==> config.mk <==
export PLATFORM = sky130hd
export DESIGN_NAME = bcd_score_counter
export DESIGN_NICKNAME = d
export VERILOG_FILES = /design/src/rtl/bcd_score_counter_pkg.sv /design/src/rtl/bcd_score_counter_digit_addsub.sv /design/src/rtl/bcd_score_counter.sv
export SDC_FILE = /design/constraint.sdc
export NUM_CORES = 1
export LEC_CHECK = 0
export BUFFER_PORTS_ARGS = -buffer_cell sky130_fd_sc_hd__buf_2
export CAP_MARGIN = 10
export CORE_MARGIN = 4
export CORE_UTILIZATION = 55
export CTS_CLUSTER_SIZE = 28
export DETAILED_ROUTE_END_ITERATION = 8
export GPL_TIMING_DRIVEN = 0
export PLACE_DENSITY_LB_ADDON = 0.15
export RECOVER_POWER = 100
export SLEW_MARGIN = 0
export SYNTH_ARGS = -nofsm -noshare
export SYNTH_HDL_FRONTEND = slang
export SYNTH_SLANG_ARGS = --single-unit
==> constraint.sdc <==
create_clock -name clk -period 4.1 [get_ports clk]
set_clock_uncertainty 0.1 [all_clocks]
set_input_delay 0.615 -clock clk [delete_from_list [all_inputs] [get_ports clk]]
set_output_delay 0.615 -clock clk [all_outputs]
set_load 0.005 [all_outputs]
==> src/rtl/bcd_score_counter_pkg.sv <==
// Shared constants and helpers for the BCD score counter.
package bcd_score_counter_pkg;

    localparam int unsigned BCD_W            = 4;
    localparam logic [3:0]  BCD_MAX_DIGIT    = 4'd9;
    localparam logic [3:0]  STEP_CLAMP       = 4'd9;
    localparam int unsigned MAX_SCORE_DIGITS = 8;

    // Force any non-decimal nibble to 9 so stored digits stay valid BCD.
    function automatic logic [3:0] clamp_digit(input logic [3:0] d);
        return (d > BCD_MAX_DIGIT) ? BCD_MAX_DIGIT : d;
    endfunction

endpackage

==> src/rtl/bcd_score_counter_digit_addsub.sv <==
// One BCD digit adder/subtractor with decimal correction.
// cin/cout carry on add and borrow on subtract.
module bcd_score_counter_digit_addsub (
    input  logic [3:0] a,
    input  logic [3:0] b,
    input  logic       sub,
    input  logic       cin,
    output logic [3:0] r,
    output logic       cout
);

    logic [4:0] sum;
    logic [4:0] diff;

    always_comb begin
        sum  = 5'(a) + 5'(b) + 5'(cin);
        diff = 5'(a) - 5'(b) - 5'(cin);
        r    = 4'd0;
        cout = 1'b0;
        if (sub) begin
            // A negative result wraps the 5-bit diff; adding 10 recovers the digit.
            if (diff[4]) begin
                r    = 4'(diff + 5'd10);
                cout = 1'b1;
            end else begin
                r    = diff[3:0];
            end
        end else begin
            if (sum > 5'd9) begin
                r    = 4'(sum - 5'd10);
                cout = 1'b1;
            end else begin
                r    = sum[3:0];
            end
        end
    end

endmodule

==> src/rtl/bcd_score_counter.sv <==
// N-digit BCD score register: clear, load, inc/dec by a BCD step,
// wrap or saturate at the range limits, with registered ovf/unf pulses.
module bcd_score_counter
    import bcd_score_counter_pkg::*;
#(
    parameter int unsigned NUM_DIGITS = 2,
    parameter bit          WRAP       = 1'b1
) (
    input  logic                        clk,
    input  logic                        reset,
    input  logic                        clr,
    input  logic                        load,
    input  logic [BCD_W*NUM_DIGITS-1:0] load_val,
    input  logic                        inc,
    input  logic                        dec,
    input  logic [3:0]                  step,
    output logic [BCD_W*NUM_DIGITS-1:0] digits,
    output logic                        ovf,
    output logic                        unf,
    output logic                        is_zero,
    output logic                        is_max
);

    localparam int unsigned W         = BCD_W * NUM_DIGITS;
    localparam logic [W-1:0] ALL_NINES = {NUM_DIGITS{BCD_MAX_DIGIT}};

    logic [3:0]            step_eff;
    logic [NUM_DIGITS:0]   carry;
    logic [W-1:0]          arith;
    logic [W-1:0]          digits_nxt;
    logic                  ovf_nxt;
    logic                  unf_nxt;

    assign step_eff = (step > STEP_CLAMP) ? STEP_CLAMP : step;
    assign carry[0] = 1'b0;

    // Ripple chain: step enters at the units digit, upper digits see zero.
    for (genvar g = 0; g < int'(NUM_DIGITS); g++) begin : g_digit
        logic [3:0] b;
        if (g == 0) begin : g_units
            assign b = step_eff;
        end else begin : g_upper
            assign b = 4'd0;
        end

        bcd_score_counter_digit_addsub u_addsub (
            .a    (digits[g*BCD_W +: BCD_W]),
            .b    (b),
            .sub  (dec),
            .cin  (carry[g]),
            .r    (arith[g*BCD_W +: BCD_W]),
            .cout (carry[g+1])
        );
    end

    // Command priority: clr, then load, then exactly one of inc/dec.
    always_comb begin
        digits_nxt = digits;
        ovf_nxt    = 1'b0;
        unf_nxt    = 1'b0;
        if (clr) begin
            digits_nxt = '0;
        end else if (load) begin
            for (int unsigned k = 0; k < NUM_DIGITS; k++) begin
                digits_nxt[k*BCD_W +: BCD_W] = clamp_digit(load_val[k*BCD_W +: BCD_W]);
            end
        end else if (inc ^ dec) begin
            if (carry[NUM_DIGITS]) begin
                ovf_nxt = inc;
                unf_nxt = dec;
                if (WRAP) begin
                    digits_nxt = arith;
                end else begin
                    digits_nxt = inc ? ALL_NINES : '0;
                end
            end else begin
                digits_nxt = arith;
            end
        end
    end

    always_ff @(posedge clk or posedge reset) begin
        if (reset) begin
            digits <= '0;
            ovf    <= 1'b0;
            unf    <= 1'b0;
        end else begin
            digits <= digits_nxt;
            ovf    <= ovf_nxt;
            unf    <= unf_nxt;
        end
    end

    assign is_zero = (digits == '0);
    assign is_max  = (digits == ALL_NINES);

endmodule

==> impl_metrics.env <==
export IMPL_cts_sink_count=10
export IMPL_synth_edf_count=0
export IMPL_ir_worst_vdd_v=0.000342
export IMPL_hold_violations=0
export IMPL_worst_setup_path_start_kind="input port"
export IMPL_grt_pass1_wl_mm=5.64
export IMPL_core_um2=2320
export IMPL_grt_pass1_vias=1274
export IMPL_synth_seq_area_share=0.180
export IMPL_power_total_mw=0.523
export IMPL_fin_crit_ns=3.86
export IMPL_r2r_setup_slack_ns=0.37
export IMPL_via_per_inst=5.97
export IMPL_clk_insertion_delay_late_ns=0.28
export IMPL_drcViolationCount=0
export IMPL_drt_iter0_markers=77
export IMPL_cts_buffers_inserted=3
export IMPL_synthCells=174
export IMPL_synthTopCellsByArea="dfrtp_1 18%, ha_1 13%, nand2b_1 4.9%"
export IMPL_max_slew_worst_pin_slew_ns=0.440
export IMPL_r2r_start="digits[0]$_DFFE_PP0P_"
export IMPL_drv_slew=0
export IMPL_synth_area_um2=1390
export IMPL_relSlewSlack=0.707
export IMPL_fin_cells=233
export IMPL_clockBufferDepth=2
export IMPL_die_h_um=58.3
export IMPL_port_buffer_count=28
export IMPL_placed_cells=230
export IMPL_required_ns=4.17
export IMPL_avgSynthCellArea_um2=8.00
export IMPL_dr_pass1_iters=5
export IMPL_tns_ns=0
export IMPL_ys_types=48
export IMPL_post_cts_setup_buffer_count=0
export IMPL_synth_top_area_share=0.180
export IMPL_fmax_ghz=0.259
export IMPL_wl_mm=3.56
export IMPL_finalCritPeriodShare=0.942
export IMPL_final_cell_mix="27 x buf_2, 15 x ha_1, 14 x inv_1"
export IMPL_hold_class="in -> async"
export IMPL_initial_core_util=0.600
export IMPL_antenna_left=0
export IMPL_post_route_util=0.690
export IMPL_rows=17
export IMPL_num_antenna_cells=0
export IMPL_final_common_cell="buf_2"
export IMPL_boundaryPins=30
export IMPL_place_congestion=0.876
export IMPL_synth_area_leader_cell="dfrtp_1"
export IMPL_grtUsageTotal=0.213
export IMPL_routed_via_count=1390
export IMPL_drive_above_1_share=0.210
export IMPL_maxCapViolations=0
export IMPL_finalNetCount=241
export IMPL_syn_num_nets=209
export IMPL_areaGrowthSynthToFinish_pct=15.0
export IMPL_critPathKind="in -> reg"
export IMPL_synth_flop_cell="dfrtp_1"
export IMPL_cp_max_fo=8
export IMPL_p_leak_nw=0.767
export IMPL_path_clk_slew_ns=0.08
export IMPL_crit_start="step[2]"
export IMPL_yosys_warnings=0
export IMPL_rsz0062_at_grt="false"
export IMPL_routedWlPerCell_um=15.3
export IMPL_die_area_um2=3400
export IMPL_p_per_area_nw_per_um2=327
export IMPL_grt_max_degree=11
export IMPL_worstSetupEndpointType="flop"
export IMPL_cts_tree="done"
export IMPL_htreeDepth=1
export IMPL_crit_arrival_ns=3.93
export IMPL_finalSetupViolations=0
export IMPL_cts_root_buffer="clkbuf_4"
export IMPL_grt_overflow=0
export IMPL_status="finished clean"
export IMPL_rr_worst_depth=15
export IMPL_hold_buffers=0
export IMPL_antenna_found_initial=0
export IMPL_die_width_um=58.3
export IMPL_detailed_place_hpwl_mm=2.75
export IMPL_ys_async_sr_fraction=1.00
export IMPL_ys_ff_latch=10
[registers in the layout, indices dropped and copies added, names as in the netlist]
| name | count |
|---|---|
| unf | 1 |
| ovf | 1 |
| digits | 8 |
[worst max-delay path, stage by stage]
cell and delay (ns):
buf_2 0.10, o21ai_1 0.12, nand2b_1 0.08, ha_1 0.23, inv_1 0.08, fa_2 0.47
a32oi_1 0.20, nand3_1 0.13, and2_1 0.20, mux2i_2 0.18, ha_1 0.26, ha_1 0.35
inv_2 0.13, xnor2_1 0.08, mux2_2 0.27, a311oi_1 0.31, o21ai_1 0.11
[final cells by class]
cell class              instances  area (um2)
inverters                      16        60.1
multi-input cells             138        1030
fillers                       202         718
flip-flops and latches         10         250
clock buffers                   4        36.3
plain buffers                   9        50.0
repair buffers                 28         135
well taps                      28        35.0
[cell usage after synthesis, types with 2 or more instances]
| master | n |
|---|---|
| nand2_1 | 9 |
| o31ai_1 | 4 |
| a21o_1 | 5 |
| or4_1 | 2 |
| o22ai_1 | 3 |
| nor3_1 | 4 |
| a22oi_1 | 3 |
| a21oi_1 | 10 |
| xnor2_1 | 6 |
| nand2b_1 | 11 |
| inv_1 | 14 |
| nor4_1 | 2 |
| buf_2 | 4 |
| nor2b_1 | 4 |
| nor2_1 | 9 |
| and2_1 | 3 |
| fa_1 | 2 |
| nand3_1 | 4 |
| ha_1 | 15 |
| o21a_1 | 3 |
| clkbuf_1 | 4 |
| xor2_1 | 2 |
| dfrtp_1 | 10 |
| inv_2 | 2 |
| a32oi_1 | 2 |
| and3_1 | 3 |
| a311oi_1 | 2 |
| mux2_2 | 2 |
| nor3b_1 | 3 |
| mux2i_1 | 4 |
| o21ai_0 | 5 |
| o21bai_1 | 2 |
[report_power, final]
group	internal, mW	total [mW]	switching [mW]	leakage, nW
registers	0.108	0.125	0.0167	0.134
clock network	0.0542	0.0978	0.0437	0.0210
logic	0.137	0.300	0.163	0.612
total	0.299	0.523	0.224	0.767
[layer usage]
layer	wire, um	track usage
met5	0	0
met4	43	0.0728
met3	301	0.0592
met2	1570	0.311
met1	1640	0.300
[logic make-up after synthesis]
group / count (synthesis) / synth area share
simple gates: 57 / 0.224
compound gates: 50 / 0.255
buf+inv: 26 / 0.0818
fa+ha+maj: 17 / 0.164
flops: 10 / 0.180
xor+xnor: 8 / 0.0504
mux: 6 / 0.0450
[what timing repair did]
action | 4_1_cts | 5_1_grt
gates resized for setup | 0 | 3
setup endpoints to repair | 0 | 3
endpoints found under the hold margin | 0 | 0
[path summary, 6_finish.rpt]
path	end
max	digits[7]$_DFFE_PP0P_
min	digits[6]$_DFFE_PP0P_
max reg2reg	digits[7]$_DFFE_PP0P_
min reg2reg	digits[0]$_DFFE_PP0P_
max in group asynchronous	ovf$_DFF_PP0_
min in group clk	digits[6]$_DFFE_PP0P_
[per-stage QoR]
stage / instance area, um2 / hold WS, ns / setup WS [ns]
CTS: 1600 / 0.215 / 0.102
detailed placement: 1570 / 0.479 / -0.200
global route: 1600 / 0.240 / 0.00586
floorplan: 1390 / 0.355 / 0.328
global placement: 1570 / 0.462 / -0.104
finish: 1600 / 0.204 / 0.239
Power figures use the tool's default switching activity.
